`src/rtl/neuron_argmax_pkg.sv`:
```
// neuron_argmax_pkg
// Shared constants, state encoding and helpers for the output-layer argmax
// stage. Scores are signed two's-complement 8.18 fixed point, packed
// with class k at [k*SCORE_WIDTH +: SCORE_WIDTH].
// No ports (package).
package neuron_argmax_pkg;

   localparam int NUM_CLASSES  = 10;
   localparam int SCORE_WIDTH  = 26;
   localparam int INDEX_WIDTH  = 4;
   localparam int SCORES_WIDTH = NUM_CLASSES * SCORE_WIDTH;

   // Controller states. IDLE waits for start, SCAN walks the captured bank
   // one class per cycle, DONE is the single cycle in which done is high.
   typedef enum logic [1:0] {
      IDLE = 2'd0,
      SCAN = 2'd1,
      DONE = 2'd2
   } state_t;

   // Pulls class k out of the packed score bus as a signed value.
   function automatic logic signed [SCORE_WIDTH-1:0] score_slice(
      input logic [SCORES_WIDTH-1:0] scores,
      input int unsigned             k
   );
      score_slice = scores[k*SCORE_WIDTH +: SCORE_WIDTH];
   endfunction

endpackage

```
`src/rtl/neuron_argmax_if.sv`:
```
// neuron_argmax_if
// Bundles the score bus, the start request and the result signals of the
// argmax stage.
//   IN_SCORES  packed class scores, sampled when start is accepted
//   start      request a classification
//   busy       high while scanning and during the done cycle
//   OUT_CLASS  index of the winning class
//   OUT_SCORE  score of the winning class
//   done       one-cycle pulse when the result becomes valid
//   valid      result is valid, held until the next accepted start
// The master modport drives requests; the slave modport is the argmax stage.
interface neuron_argmax_if;
   import neuron_argmax_pkg::*;

   logic [SCORES_WIDTH-1:0] IN_SCORES;
   logic                    start;
   logic                    busy;
   logic [INDEX_WIDTH-1:0]  OUT_CLASS;
   logic [SCORE_WIDTH-1:0]  OUT_SCORE;
   logic                    done;
   logic                    valid;

   modport master (
      output IN_SCORES, start,
      input  busy, OUT_CLASS, OUT_SCORE, done, valid
   );

   modport slave (
      input  IN_SCORES, start,
      output busy, OUT_CLASS, OUT_SCORE, done, valid
   );

endinterface

```
`src/rtl/neuron_argmax_compare_cell.sv`:
```
// neuron_argmax_compare_cell
// One signed compare-and-select step of an argmax. The candidate replaces
// the running best only when strictly greater, so on ties the earlier
// (lower) index is kept.
//   cand_score/cand_idx  score and index being examined
//   best_score/best_idx  running best so far
//   sel_score/sel_idx    best after considering the candidate
module neuron_argmax_compare_cell
   import neuron_argmax_pkg::*;
(
   input  logic signed [SCORE_WIDTH-1:0] cand_score,
   input  logic        [INDEX_WIDTH-1:0] cand_idx,
   input  logic signed [SCORE_WIDTH-1:0] best_score,
   input  logic        [INDEX_WIDTH-1:0] best_idx,
   output logic signed [SCORE_WIDTH-1:0] sel_score,
   output logic        [INDEX_WIDTH-1:0] sel_idx
);

   logic take;

   // Both operands are declared signed, so this is a two's-complement
   // compare; the most negative score orders below everything else.
   assign take      = cand_score > best_score;
   assign sel_score = take ? cand_score : best_score;
   assign sel_idx   = take ? cand_idx   : best_idx;

endmodule

```
`src/rtl/neuron_argmax.sv`:
```
// neuron_argmax
// Downstream stage of the output layer. On an accepted start it captures
// all class scores, then scans them serially through a single comparator,
// one class per cycle, and reports the winning index and score with a
// one-cycle done pulse. The result stays valid until the next start.
//   clk  rising-edge clock
//   rst  synchronous active-high reset; aborts a scan without done
//   bus  neuron_argmax_if slave: IN_SCORES/start in,
//        busy/OUT_CLASS/OUT_SCORE/done/valid out (all registered)
module neuron_argmax
   import neuron_argmax_pkg::*;
(
   input  logic            clk,
   input  logic            rst,
   neuron_argmax_if.slave  bus
);

   localparam logic [INDEX_WIDTH-1:0] LAST_IDX  = INDEX_WIDTH'(NUM_CLASSES - 1);
   localparam logic [INDEX_WIDTH-1:0] FIRST_CNT = (NUM_CLASSES == 1) ? '0 : INDEX_WIDTH'(1);

   state_t                        state_q;
   state_t                        state_d;
   logic signed [SCORE_WIDTH-1:0] bank_q [NUM_CLASSES];
   logic        [INDEX_WIDTH-1:0] cnt_q;
   logic signed [SCORE_WIDTH-1:0] best_score_q;
   logic        [INDEX_WIDTH-1:0] best_idx_q;
   logic        [INDEX_WIDTH-1:0] out_class_q;
   logic        [SCORE_WIDTH-1:0] out_score_q;
   logic                          done_q;
   logic                          valid_q;
   logic                          accept;
   logic                          scan_last;
   logic signed [SCORE_WIDTH-1:0] sel_score;
   logic        [INDEX_WIDTH-1:0] sel_idx;

   // The one comparator of the design: the bank entry at the scan counter
   // against the running best.
   neuron_argmax_compare_cell u_cmp (
      .cand_score (bank_q[cnt_q]),
      .cand_idx   (cnt_q),
      .best_score (best_score_q),
      .best_idx   (best_idx_q),
      .sel_score  (sel_score),
      .sel_idx    (sel_idx)
   );

   // State register. Reset wins over everything, including a scan that is
   // in flight.
   always_ff @(posedge clk) begin
      if (rst) begin
         state_q <= IDLE;
      end else begin
         state_q <= state_d;
      end
   end

   // Next-state and control strobes. start only matters in IDLE, so a
   // request while busy is dropped rather than queued. A single-class
   // layer has nothing to scan and goes straight to DONE.
   always_comb begin
      state_d   = state_q;
      accept    = 1'b0;
      scan_last = 1'b0;
      case (state_q)
         IDLE: begin
            if (bus.start) begin
               accept = 1'b1;
               if (NUM_CLASSES == 1) begin
                  state_d = DONE;
               end else begin
                  state_d = SCAN;
               end
            end
         end
         SCAN: begin
            if (cnt_q == LAST_IDX) begin
               scan_last = 1'b1;
               state_d   = DONE;
            end
         end
         DONE: begin
            state_d = IDLE;
         end
         default: begin
            state_d = IDLE;
         end
      endcase
   end

   // Datapath. On accept the whole score bus is frozen into the bank and
   // class 0 seeds the running best. Each SCAN cycle folds one more class
   // in; on the last one the folded result goes straight to the output
   // registers so done and the result appear together. done defaults low
   // so it is a single-cycle pulse; valid drops on the accepting edge.
   always_ff @(posedge clk) begin
      if (rst) begin
         for (int k = 0; k < NUM_CLASSES; k++) begin
            bank_q[k] <= '0;
         end
         cnt_q        <= '0;
         best_score_q <= '0;
         best_idx_q   <= '0;
         out_class_q  <= '0;
         out_score_q  <= '0;
         done_q       <= 1'b0;
         valid_q      <= 1'b0;
      end else begin
         done_q <= 1'b0;
         if (accept) begin
            for (int k = 0; k < NUM_CLASSES; k++) begin
               bank_q[k] <= score_slice(bus.IN_SCORES, k);
            end
            best_score_q <= score_slice(bus.IN_SCORES, 0);
            best_idx_q   <= '0;
            cnt_q        <= FIRST_CNT;
            if (NUM_CLASSES == 1) begin
               out_class_q <= '0;
               out_score_q <= score_slice(bus.IN_SCORES, 0);
               done_q      <= 1'b1;
               valid_q     <= 1'b1;
            end else begin
               valid_q <= 1'b0;
            end
         end else if (scan_last) begin
            best_score_q <= sel_score;
            best_idx_q   <= sel_idx;
            out_class_q  <= sel_idx;
            out_score_q  <= sel_score;
            done_q       <= 1'b1;
            valid_q      <= 1'b1;
         end else if (state_q == SCAN) begin
            best_score_q <= sel_score;
            best_idx_q   <= sel_idx;
            cnt_q        <= cnt_q + 1'b1;
         end
      end
   end

   // Every output comes straight from a register or from decoded state.
   assign bus.busy      = (state_q != IDLE);
   assign bus.OUT_CLASS = out_class_q;
   assign bus.OUT_SCORE = out_score_q;
   assign bus.done      = done_q;
   assign bus.valid     = valid_q;

endmodule
```
`src/flat_wrapper.sv`:
```
// flat-port wrapper written by rule: the top's interface ports become plain ports
module neuron_argmax_flat import neuron_argmax_pkg::*;
  (clk, rst, bus_IN_SCORES, bus_start, bus_busy, bus_OUT_CLASS, bus_OUT_SCORE, bus_done, bus_valid);
  neuron_argmax_if bus_i ();
  input  logic clk;
  input  logic rst;
  input wire logic [$bits(bus_i.IN_SCORES)-1:0] bus_IN_SCORES;
  input wire logic [$bits(bus_i.start)-1:0] bus_start;
  output wire logic [$bits(bus_i.busy)-1:0] bus_busy;
  output wire logic [$bits(bus_i.OUT_CLASS)-1:0] bus_OUT_CLASS;
  output wire logic [$bits(bus_i.OUT_SCORE)-1:0] bus_OUT_SCORE;
  output wire logic [$bits(bus_i.done)-1:0] bus_done;
  output wire logic [$bits(bus_i.valid)-1:0] bus_valid;
  assign bus_i.IN_SCORES = bus_IN_SCORES;
  assign bus_i.start = bus_start;
  assign bus_busy = bus_i.busy;
  assign bus_OUT_CLASS = bus_i.OUT_CLASS;
  assign bus_OUT_SCORE = bus_i.OUT_SCORE;
  assign bus_done = bus_i.done;
  assign bus_valid = bus_i.valid;
  neuron_argmax u_core (.clk(clk), .rst(rst), .bus(bus_i));
endmodule
```
`config.mk`:
```
export PLATFORM = sky130hd
export DESIGN_NAME = neuron_argmax_flat
export DESIGN_NICKNAME = d
export VERILOG_FILES = /design/src/rtl/neuron_argmax_pkg.sv /design/src/rtl/neuron_argmax_if.sv /design/src/rtl/neuron_argmax_compare_cell.sv /design/src/rtl/neuron_argmax.sv /design/src/flat_wrapper.sv
export SDC_FILE = /design/constraint.sdc
export NUM_CORES = 1
export LEC_CHECK = 0
export BUFFER_PORTS_ARGS = -buffer_cell sky130_fd_sc_hd__buf_2
export CAP_MARGIN = 25
export CORE_MARGIN = 3
export CORE_UTILIZATION = 50
export CTS_CLUSTER_DIAMETER = 40
export DETAILED_ROUTE_END_ITERATION = 16
export PLACE_DENSITY = 0.81
export SLEW_MARGIN = 20
export SYNTH_ARGS = -nofsm -noshare
export SYNTH_HDL_FRONTEND = slang
export SYNTH_SLANG_ARGS = --single-unit
```
`constraint.sdc`:
```
create_clock -name clk -period 12.1 [get_ports clk]
set_clock_uncertainty 0.15 [all_clocks]
set_input_delay 1.21 -clock clk [delete_from_list [all_inputs] [get_ports clk]]
set_output_delay 1.21 -clock clk [all_outputs]
set_load 0.01 [all_outputs]
```
-- After elaboration in Yosys (flattened, before gate mapping)
Memory sizes are Yosys's and may differ from the RTL's.
Cells that the tools add are included.
- flip-flop bits (word level): 68
- bits in writable memories: 260
- word-level logic and storage cells: 72
- memories kept: 1
- memories (memory ; words ; bits a word ; read ports ; clocked after memory_dff ; write ports ; RTL line ; text):
    u_core.bank_q ; 10 ; 26 ; 1 ; 0 ; 10 ; neuron_argmax.sv:23 ; logic signed [SCORE_WIDTH-1:0] bank_q [NUM_CLASSES];
- add/sub/neg operators: 1
- order comparisons: 1
- equality and inequality tests: 5
- muxes and demuxes: 33
- bitwise operators: 12
- reduce and logical (&&, ||, !) cells: 10
- operator list (cell ; number):
    $mux W26 ; 14
    $gt A26 B26 Y1 ; 1
    $mux W1 ; 13
    $mux W4 ; 3
    $or A1 B1 Y1 ; 10
    $reduce_and A2 Y1 ; 4
    $reduce_bool A2 Y1 ; 3
    $add A4 B1 Y4 const B ; 1
    $eq A4 B4 Y1 const B ; 1
    $mux W2 ; 2
    $ne A2 B1 Y1 const B ; 2
    $pmux W2 S2 ; 1
    $reduce_bool A3 Y1 ; 1
    $eq A2 B1 Y1 const B ; 1
    $logic_not A2 Y1 ; 1
    $ne A2 B2 Y1 const B ; 1
    $not A1 Y1 ; 2
    $reduce_or A2 Y1 ; 1

-- Longest topological paths before layout
Gate-level depths: netlist (run 1).
- depth after elaboration: 6
- gate-level depth with buffers: 18
- gate-level depth less buffers: 13

-- Modules after synthesis
A second synthesis (run 1) with hierarchy kept.
- cells, all modules: 1472
- area, all modules: 16622.2 um^2
- modules (own cells, without submodules) (module ; instances ; cells an instance ; area an instance (um^2)):
    neuron_argmax ; 1 ; 1153 ; 14595.2
    neuron_argmax_compare_cell ; 1 ; 319 ; 2026.9

-- Least setup slack after synthesis (run 1)
No wires, ideal clock.
- path kind: input port to flip-flop
- start point: input rst
- end point: memory u_core.bank_q[0][0] (enable)
- library setup time: 0.727 ns
- data arrival time: 8.696 ns
- data required time: 11.223 ns
- path slack: 2.526 ns
- cell stages on the path: 3
- cells stage by stage: clkbuf_1 nand2b_1 clkbuf_1
- RTL lines (what ; RTL line ; text):
    from (decl) ; flat_wrapper.sv:6 ; input logic rst;
    to (decl) ; neuron_argmax.sv:23 ;

-- Final worst setup path (run 1)
- start point: register u_core.cnt_q[0]
- end point: register u_core.best_score_q[0]
- word-level cells in the longest chain between the ends: 6
- ends and longest elaborated chain (what ; RTL line ; text):
    from (decl) ; neuron_argmax.sv:24 ; logic [INDEX_WIDTH-1:0] cnt_q;
    from (signal assigned) ; neuron_argmax.sv:134 ; cnt_q <= cnt_q + 1'b1;
    $mem_v2 Z10 W26 ; -- ;
    $gt A26 B26 Y1 ; neuron_argmax_compare_cell.sv:23 ; assign take = cand_score > best_score;
    $mux W26 ; neuron_argmax_compare_cell.sv:24 ; assign sel_score = take ? cand_score : best_score;
    $mux W26 ; neuron_argmax.sv:131 ; end else if (state_q == SCAN) begin
    $mux W26 ; neuron_argmax.sv:124 ; end else if (scan_last) begin
    $mux W26 ; neuron_argmax.sv:109 ; if (accept) begin
    to (signal assigned) ; neuron_argmax.sv:113 ; best_score_q <= score_slice(bus.IN_SCORES, 0);
    to (signal assigned) ; neuron_argmax.sv:125 ; best_score_q <= sel_score;
    to (signal assigned) ; neuron_argmax.sv:132 ; best_score_q <= sel_score;
    to (decl) ; neuron_argmax.sv:25 ; logic signed [SCORE_WIDTH-1:0] best_score_q;
Parallel ways exist; a longest one is shown, timed or not. The select of a mux whose other input is x is not followed.
A chain may end at the register's enable or synchronous reset.

==> metrics, run 1 <==
CP endpoint kind register; worst min path class reg -> reg; post-synth top area cell edfxtp_1; Worst R2R End u_core.best_score_q[0]; WHS Path Cells 2; slew at the pin closest to its max-slew limit 0.962 ns; Register-to-Register Path Depth 14; post-CTS setup buffers 0; clk slew on worst S/H paths 0.06 ns; Post-Syn Instances 1,190; gr ovfl total 0; reg2reg start u_core.cnt_q[0]; DR vias 10,300; DRT iter0 DRCs 998; LEAKAGE 0.00745 uW; post-synthesis simple-gate area fraction 0.162; full die area 32,600 um^2; vias in the first global route 10,300; Clock Sinks 328; Min-Delay Endpoint u_core.bus.OUT_SCORE[11]; number of buffers and inverters on the critical path 2; part of the power in registers 0.451; TritonCTS Buffers 43; RSZ-0062 raised after global routing no; post-detail-place hpwl 25,700 um; critical path fanouts, max 49; min-delay src u_core.best_score_q[11]; die height 180 um; Peak VDD IR 147 uV; DRC violations left 0; CP delay by family, top simple AND/OR/NAND/NOR gates; max-slew violation count 0; global placer's final weighted congestion 0.912; hold slack final 0.301 ns; Clock Tree Buf Depth 3; Wirelength per Cell 19.9 um; largest family of logic cells by synthesized area simple AND/OR/NAND/NOR gates; ANT nets after route 0; sum of negative setup slack 0 ns; Warnings, synthesis 0; NetSw 793 uW; Final Net Count 1,750; met2 WL 17,400 um; Post-Route M1 WL 16,400 um; critical path, cell by cell buf_4 > mux4_2 > nor2b_1 > a211oi_1 > a21oi_1 > ha_1 > nand4_1 > or4_1 > or4_1 > and3_1 > mux2i_4 > buf_4 > nand2_4 > o221a_1; initial antenna violation count 0; gr usage total 0.223; outcome finished, final reports clean; WL final 37,500 um; Setup CP Type reg -> reg; Synth area leaders edfxtp_1 51%, and2_1 10%, dfxtp_1 8.9%; Initial Util 0.511; port bufs 295; Die Wd 180 um; R2R Setup Slk 6.03 ns; Post-synth top cells 260 x edfxtp_1, 254 x and2_1, 80 x nor2_1; Post-Syn Area per Cell 12.8 um^2; internal cell power 2210 uW; share of the synthesized area in the top cell type 0.513; endpoints failing setup 0; row cnt 63; Seq cells post-synth 328; Seq/Total Area, Yosys 0.603; core footprint 29,800 um^2; largest net degree at the start of global routing 139; CP Data Required Time 12.37 ns; Max Cap Viol 0; main flop type after synthesis edfxtp_1; Clock power frac 0.403; first-pass GRT wire length 57,300 um; met3 WL post-DR 2840 um; CP peak stage delay 0.84 ns; CTS hold repair buffers 0; fmax 0.165 GHz; post-CTS sizing 0; Comb power frac 0.146; Top Ports 296; PwrDens 163 nW/um^2; Netlist Area Pre-Place 15,200 um^2; Post-synth ARST share 0; Period Utilization, post-route 0.502; total power 3000 uW; DRT Pass-1 Iters 5; Critical Path AT 6.34 ns; Syn Nets 1,481; Synth Area in Adders 0.0230; Sw Share 0.264; fraction of synthesized cell area in xor and xnor cells 0.00115; startpoint type of the worst setup path register; Syn-to-layout area delta 20.9%; count leader, synth edfxtp_1; CTS H-tree lvls 2; Compound-Gate Fraction of Synth Area 0.0803; final hold violations 0; multiplexer share of the synthesized area 0.0964; CTS tree built; mean number of vias per cell 5.46; Post-synth EDFFs 260; max layer used met4; fin crit period 6.07 ns; layout cells sized above 1 0.313; Rel. slew slack 0.359; worst skew pair latency 0.53 ns; slowest library cell on the worst path dfxtp_4; Root Buffer clkbuf_16; distinct cell type count after synthesis 40
## how the worst max path moves through the flow
stage                                    endpoint  cells past startpoint             from  slack [ns]
after floorplan               u_core.bank_q[0][0]                      3              rst        2.53
after global placement     u_core.best_score_q[0]                     14  u_core.cnt_q[0]        6.04
after detailed placement   u_core.best_score_q[0]                     14  u_core.cnt_q[0]        5.99
after CTS                  u_core.best_score_q[0]                     14  u_core.cnt_q[0]        5.98
after global routing      u_core.best_score_q[20]                     14  u_core.cnt_q[0]        5.59
final                      u_core.best_score_q[0]                     14  u_core.cnt_q[0]        6.03
## worst register-to-register path: cells and delay by family (launching register included)
family                   cells  cell delay (ns)
AND/OR/NAND/NOR              6             1.95
buffers and inverters        2             1.30
flip-flops                   1             0.84
multiplexers                 2             0.72
AO/OA/AOI/OAI                3             0.63
adder cells (fa/ha/maj)      1             0.37
## cells by family after synthesis
group,after synthesis
AO/OA/AOI/OAI,182
XOR/XNOR,2
adder cells (fa/ha/maj),28
buffers and inverters,125
flip-flops,328
multiplexers,81
AND/OR/NAND/NOR,444
## per-layer routing
layer | vias up | track usage
li1 | 4839 | -
met1 | 4907 | 0.332
met2 | 471 | 0.346
met3 | 62 | 0.0369
met4 | 0 | 0.0583
met5 | - | 0
## power groups by stage
stage          combinational [uW]  clock [uW]  sequential [uW]
3_3_place_gp                  422           0             1370
3_5_place_dp                  430           0             1380
4_1_cts                       434        1230             1360
5_1_grt                       478        1280             1360
6_report                      438        1210             1350
2_1_floorplan                 309           0             1370
## placed cells by master, fill, tap and decap left out, drive strengths merged, types with 28 or more instances in the layout
cell,Yosys,final
edfxtp,260,260
and2,254,254
nand2,51,51
a211oi,58,58
inv,39,45
nor2,80,80
mux2i,28,28
clkbuf,61,46
mux4,52,52
a21oi,72,72
ha,28,28
dfxtp,68,68
buf,25,310
## sequential cells by signal (all words and copies together) (netlist names)
name and flops:
u_core.cnt_q 4, u_core.bank_q 260, u_core.best_score_q 26, u_core.state_q 2, u_core.bus.OUT_SCORE 26, u_core.bus.OUT_CLASS 4, u_core.bus.done 1, u_core.bus.valid 1
u_core.best_idx_q 4
## metrics by stage
step | cells | utilization | setup slack (ns) | instance area, um^2
after floorplan | 1190 | - | 2.53 | 15200
after global placement | 1802 | 0.569 | 6.04 | 16900
after detailed placement | 1803 | 0.570 | 5.99 | 17000
after CTS | 1882 | 0.616 | 5.98 | 18400
after global routing | 1883 | 0.617 | 5.59 | 18400
final | 1884 | 0.617 | 6.03 | 18400
## area by class of cell
type	count	area, um^2
diodes	1	2.50
clock buffers	46	1110
inverters	39	146
flip-flops and latches	328	9180
repair buffers	310	1640
fillers	2299	11400
multi-input cells	737	5560
clock inverters	33	274
well taps	390	488
No activity file was read; power rests on OpenSTA's default activity.
==> inputs of run 2 (changes only) <==
- ABC_AREA: default -> 1
- clock period: 12.1 -> 6.3 ns (I/O delays scaled with it)
==> run 2 against run 1 <==
  * Hold slack got worse by 0.074 ns
  * Final cell count increased by 34%
  * Largest power group unchanged
  * Largest cell class unchanged
  * Utilization down 0.062 points
  * Combinational power rose by 120%
  * Fmax rose by 23%
==> metrics, run 2 <==
slowest library cell on the worst path dfxtp_4; Syn Nets 2,131 (+44%); LEAKAGE 0.00940 uW (+26%); final hold violations 0 (unchanged); part of the power in registers 0.429 (-0.022); CP peak stage delay 0.84 ns (about the same); Setup CP Type reg -> reg; Wirelength per Cell 17.9 um (-10%); main flop type after synthesis edfxtp_1; Warnings, synthesis 0 (unchanged); Die Wd 185 um (+2.5%); Clock Tree Buf Depth 3 (unchanged); reg2reg start u_core.cnt_q[0]; gr ovfl total 0 (unchanged); slew at the pin closest to its max-slew limit 0.991 ns (+0.0292 ns); post-CTS sizing 0 (unchanged); Initial Util 0.516 (+0.00516); Synth Area in Adders 0.0219 (-0.00116); cell area after layout 19,200 um^2 (+4.2%); Max Cap Viol 0 (unchanged); DRT Pass-1 Iters 6 (+1); global placer's final weighted congestion 0.939 (+3.0%); met3 Use GR 0.0373 (+0.000374); critical path fanouts, max 90 (+84%); Largest register FFs 260 (unchanged); Post-Syn Area per Cell 8.71 um^2 (-32%); R2R Setup Slk 1.36 ns (-4.67 ns); max-slew violation count 0 (unchanged); Synth area leaders edfxtp_1 49%, nor2_1 11%, inv_1 8.6%; core footprint 31,100 um^2 (+4.3%); outcome finished, final reports clean; worst skew pair latency 0.56 ns (+0.03 ns); RSZ-0062 raised after global routing no; CP delay by family, top buffers and inverters; gr usage total 0.257 (+0.0338); Seq/Total Area, Yosys 0.572 (-0.0305); Register-to-Register Path Depth 20 (+6); Top Ports 296 (unchanged); min-delay src bus_IN_SCORES[215]; NetSw 1740 uW (+120%); layout cells sized above 1 0.196 (-0.117); WL final 45,100 um (+20%); Worst path depth 20 (+6); CP Data Required Time 6.65 ns (-5.72 ns); CTS hold repair buffers 0 (unchanged); critical path, cell by cell inv_4 > buf_4 > o21ai_1 > o22ai_1 > o211ai_1 > o21ai_1 > ha_1 > nand2_1 > inv_1 > a21oi_1 > nand3_1 > nand2_1 > nand3_1 > nand2_1 > nand3_4 > inv_6 > nand2_1 > nand3_1 > nand2_1 > inv_1; internal cell power 4280 uW (+94%); post-detail-place hpwl 30,100 um (+17%); clk slew on worst S/H paths 0.06 ns (about the same); Critical Path AT 5.29 ns (-1.05 ns); WHS Path Cells 3 (+1); fraction of synthesized cell area in xor and xnor cells 0.000547 (-0.000605); sum of negative setup slack 0 ns (unchanged); most frequent cells in the layout 464 x nor2_1, 365 x inv_1, 295 x buf_2, 260 x edfxtp_1, 167 x nand2_1; Post-Syn Instances 1,840 (+55%); commonest non-fill, non-tap cell in the layout nor2_1; met2 Track Usage GR 0.435 (+0.0889); post-synthesis simple-gate area fraction 0.180 (+0.0179); TritonCTS Buffers 44 (+2.3%); Min-Delay Endpoint u_core.bank_q[8][7]; worst min path class in -> reg; Sw Share 0.289 (+0.0250); Post-synth EDFFs 260 (unchanged); critical path launch point u_core.cnt_q[0]; Area after DPL 17,700 um^2 (+4.2%); Post-synth top cells 466 x nor2_1, 366 x inv_1, 260 x edfxtp_1; largest net degree at the start of global routing 180 (+29%); post-synth top area cell edfxtp_1; CP endpoint kind register; count leader, synth nor2_1; Worst R2R End u_core.best_score_q[6]; distinct cell type count after synthesis 36 (-10%); initial antenna violation count 0 (unchanged); Netlist Area Pre-Place 16,000 um^2 (+5.3%); Clock power frac 0.413 (+0.010); Post-synth ARST share 0 (unchanged); row cnt 64 (+1.6%); CTS H-tree lvls 2 (unchanged); DRC violations left 0 (unchanged); Clock Sinks 328 (unchanged); met1 usage 0.326 (-0.00608); most used cell, CP nand2_1; DR vias 13,500 (+31%); Syn-to-layout area delta 19.6%; vias in the first global route 13,300 (+28%); full die area 34,200 um^2 (+5.1%); largest family of logic cells by synthesized area simple AND/OR/NAND/NOR gates; endpoints failing setup 0 (unchanged); post-placement cell count 2,442 (+35%); Root Buffer clkbuf_16; first-pass GRT wire length 68,700 um (+20%); fmax 0.202 GHz (+23%); fin crit period 4.94 ns (-1.13 ns); most flop-heavy register u_core.bank_q; startpoint type of the worst setup path register; Peak VDD IR 211 uV (+44%); number of buffers and inverters on the critical path 5 (+3); non-filler instance count after layout 2,525 (+34%); DRT iter0 DRCs 1,358 (+36%); # fillers 2,622 (+14%); mean number of vias per cell 5.35 (-2.0%); post-CTS setup buffers 0 (unchanged); die height 185 um (+2.5%); Final Net Count 2,383 (+36%); GRT busiest layer met2; ANT nets after route 0 (unchanged); CTS tree built; Period Utilization, post-route 0.784 (+0.282); multiplexer share of the synthesized area 0 (-0.0964); Compound-Gate Fraction of Synth Area 0.108 (+0.0280); hold slack final 0.226 ns (-0.0742 ns); Seq cells post-synth 328 (unchanged); port bufs 295 (unchanged); PwrDens 315 nW/um^2 (+93%); share of the synthesized area in the top cell type 0.487 (-0.0260); Rel. slew slack 0.339 (-0.0194); fin util 0.617 (-0.000618); Comb power frac 0.158 (+0.012)
==> run 2: routing by layer <==
layer	routed length, um	part of all wire
met1	17500	0.39
met2	21700	0.48
met3	3750	0.083
met4	2200	0.049
met5	0	0
==> run 2: power by group through the flow <==
stage	Combinational (uW)	Clock (uW)	Sequential, uW
2_1_floorplan	677	0	2600
3_3_place_gp	900	0	2620
3_5_place_dp	931	0	2630
4_1_cts	940	2520	2580
5_1_grt	1060	2610	2600
6_report	951	2490	2590
==> run 2: worst reg2reg max path: cells and delay by family, from the launching register on <==
kind                       cells  cell delay [ns]
buffers and inverters          5             1.57
and+or+nand+nor                9             1.22
adders and majority gates      1             0.29
AOI/OAI and AO/OA              5             0.80
DFF                            1             0.84
==> run 2: how the worst max path moves through the flow <==
stage                               end  slack, ns
2_1_floorplan       u_core.bank_q[0][0]       1.51
3_3_place_gp     u_core.best_score_q[8]       1.74
3_5_place_dp   u_core.bus.OUT_SCORE[11]       1.53
4_1_cts          u_core.best_score_q[4]       1.51
5_1_grt        u_core.bus.OUT_SCORE[11]       0.95
6_report         u_core.best_score_q[6]       1.36
==> run 2: cell type report <==
| cell class | instances | area, um^2 | share of cell area |
|---|---|---|---|
| Antenna cell | 1 | 2.50 | 0.000131 |
| Timing Repair Buffer | 309 | 1590 | 0.0832 |
| Clock buffer | 49 | 1140 | 0.0596 |
| Sequential cell | 328 | 9180 | 0.479 |
| Tap cell | 396 | 495 | 0.0259 |
| Clock inverter | 33 | 335 | 0.0175 |
| Multi-Input combinational cell | 1038 | 4990 | 0.261 |
| Inverter | 371 | 1420 | 0.0741 |
==> run 2: logic make-up after synthesis <==
family	Yosys count
AO/OA/AOI/OAI	282
XOR/XNOR	1
adder cells (fa/ha/maj)	28
buffers and inverters	474
flip-flops	328
AND/OR/NAND/NOR	727
==> run 2: through the flow <==
step	setup slack, ns	total power, uW
2_1_floorplan	1.51	3280
3_3_place_gp	1.74	3520
3_5_place_dp	1.53	3560
4_1_cts	1.51	6040
5_1_grt	0.955	6270
6_report	1.36	6030
==> inputs of run 3 (changes only) <==
- clock period: 6.3 -> 5.05 ns (I/O delays scaled with it)
==> run 3 against run 2 <==
  * Flip-flop and latch count did not move
  * Global-route usage barely moved
  * Largest cell class unchanged
  * Power increased by 26%
  * Via count up 0.47%
  * Cell area increased by 0.66%
  * Utilization grew 0.41 points
  * Register-to-register slack got worse by 0.44 ns
  * Final cell count rose by 0.40%
==> metrics, run 3 (synthesis results as in run 2) <==
Critical Path AT 4.47 ns (-0.82 ns); Largest register FFs 260 (unchanged); non-filler instance count after layout 2,535 (+0.40%); commonest non-fill, non-tap cell in the layout nor2_1; clk slew on worst S/H paths 0.06 ns (about the same); Clock power frac 0.416 (+0.003); worst min path class in -> reg; RSZ-0062 raised after global routing no; Rel. slew slack 0.373 (+0.0340); R2R Setup Slk 0.92 ns (-0.44 ns); part of the power in registers 0.423 (-0.006); Initial Util 0.516 (unchanged); outcome finished, final reports clean; fmax 0.242 GHz (+20%); WL final 45,300 um (+0.35%); endpoints failing setup 0 (unchanged); post-CTS sizing 0 (unchanged); die height 185 um (unchanged); NetSw 2170 uW (+25%); ANT nets after route 0 (unchanged); Root Buffer clkbuf_16; CP endpoint kind register; port bufs 295 (unchanged); Clock Tree Buf Depth 3 (unchanged); worst skew pair latency 0.55 ns (about the same); Clock Sinks 328 (unchanged); gr usage total 0.257 (about the same); vias in the first global route 13,200 (-0.20%); most frequent cells in the layout 464 x nor2_1, 365 x inv_1, 295 x buf_2, 260 x edfxtp_1, 167 x nand2_1; largest net degree at the start of global routing 166 (-7.8%); initial antenna violation count 0 (unchanged); DRC violations left 0 (unchanged); Comb power frac 0.161 (+0.003); post-detail-place hpwl 30,500 um (+1.2%); Syn-to-layout area delta 20.3%; LEAKAGE 0.00946 uW (+0.68%); Peak VDD IR 245 uV (+16%); layout cells sized above 1 0.199 (+0.00273); # fillers 2,622 (unchanged); most flop-heavy register u_core.bank_q; Die Wd 185 um (unchanged); first-pass GRT wire length 68,700 um (unchanged); Top Ports 296 (unchanged); core footprint 31,100 um^2 (unchanged); Sw Share 0.287 (-0.00259); CTS H-tree lvls 2 (unchanged); DRT Pass-1 Iters 6 (unchanged); mean number of vias per cell 5.35 (about the same); total power 7590 uW (+26%); Setup CP Type reg -> reg; post-CTS setup buffers 0 (unchanged); full die area 34,200 um^2 (unchanged); CTS hold repair buffers 0 (unchanged); CP Data Required Time 5.39 ns (-1.26 ns); Max Cap Viol 0 (unchanged); row cnt 64 (unchanged); critical path fanouts, max 59 (-34%); global placer's final weighted congestion 0.949 (+1.1%); sum of negative setup slack 0 ns (unchanged); post-placement cell count 2,449 (+0.29%); startpoint type of the worst setup path register; fin crit period 4.13 ns (-0.811 ns); gr ovfl total 0 (unchanged); slew at the pin closest to its max-slew limit 0.940 ns (-0.0511 ns); internal cell power 5410 uW (+26%); TritonCTS Buffers 46 (+4.5%); Final Net Count 2,392 (+0.38%); final hold violations 0 (unchanged); max-slew violation count 0 (unchanged); PwrDens 393 nW/um^2 (+25%); ANT cells 0 (-1); Period Utilization, post-route 0.817 (+0.0334); Wirelength per Cell 17.9 um (about the same); CTS tree built; fin util 0.621 (+0.00407); DRT iter0 DRCs 1,373 (+1.1%); DR vias 13,600 (+0.47%)
## run 3: cell types whose count changed in the layout (fill, tap and decap cells not counted), sizes merged
cell,before,now
inv,381,376
diode,1,0
clkinv,16,19
buf,309,316
clkinvlp,4,5
clkbuf,49,54
## run 3: power by group through the flow
stage	clock network (uW)	registers [uW]	logic (uW)
2_1_floorplan	0	3250	845
3_3_place_gp	0	3260	1170
3_5_place_dp	0	3260	1200
4_1_cts	3190	3210	1200
5_1_grt	3300	3220	1360
6_report	3160	3210	1220
## run 3: per-layer routing
| layer | global-route usage | up-vias | part of all wire |
|---|---|---|---|
| met2 | 0.436 | 705 | 0.48 |
| met3 | 0.0405 | 138 | 0.082 |
| li1 | - | 6435 | - |
| met1 | 0.320 | 6285 | 0.38 |
| met4 | 0.132 | 0 | 0.053 |
| met5 | 0 | - | 0 |
## run 3: final cells by class
cell class              instances  area [um^2]  area share
flip-flops and latches        328         9180       0.476
inverters                     371         1420      0.0736
repair buffers                316         1680      0.0873
well taps                     396          495      0.0257
clock inverters                32          313      0.0162
multi-input cells            1038         4990       0.259
clock buffers                  54         1200      0.0623
## run 3: worst max-delay path, cell delays in order, from the launching register on
cell,delay (ns)
dfxtp_2,0.33
buf_4,0.52
o21ai_0,0.19
o211ai_1,0.41
nand3_1,0.15
nand2_1,0.13
ha_1,0.29
a21oi_1,0.32
nor2_1,0.07
nor2_1,0.10
nand2_1,0.08
inv_1,0.06
nand3_1,0.09
nand2_1,0.11
nand3_4,0.37
inv_6,0.36
nand2_1,0.12
nand3_1,0.10
nand2_1,0.06
inv_1,0.04
## run 3: metrics by stage
| step | hold slack, ns | instance area, um^2 | setup WS, ns |
|---|---|---|---|
| final | 0.101 | 19300 | 0.922 |
| after global routing | 0.0885 | 19300 | 0.542 |
| after global placement | 0.301 | 17800 | 1.07 |
| after detailed placement | 0.305 | 17800 | 0.981 |
| after floorplan | 0.295 | 16000 | 0.384 |
| after CTS | 0.0757 | 19300 | 0.973 |
## run 3: final timing paths
path,from,to,cells after the start
setup / recovery,u_core.cnt_q[1],u_core.bus.OUT_SCORE[6],19
hold / removal,bus_IN_SCORES[63],u_core.bank_q[2][11],3
setup reg to reg,u_core.cnt_q[1],u_core.bus.OUT_SCORE[6],19
hold reg to reg,u_core.bus.valid,u_core.bus.valid,2
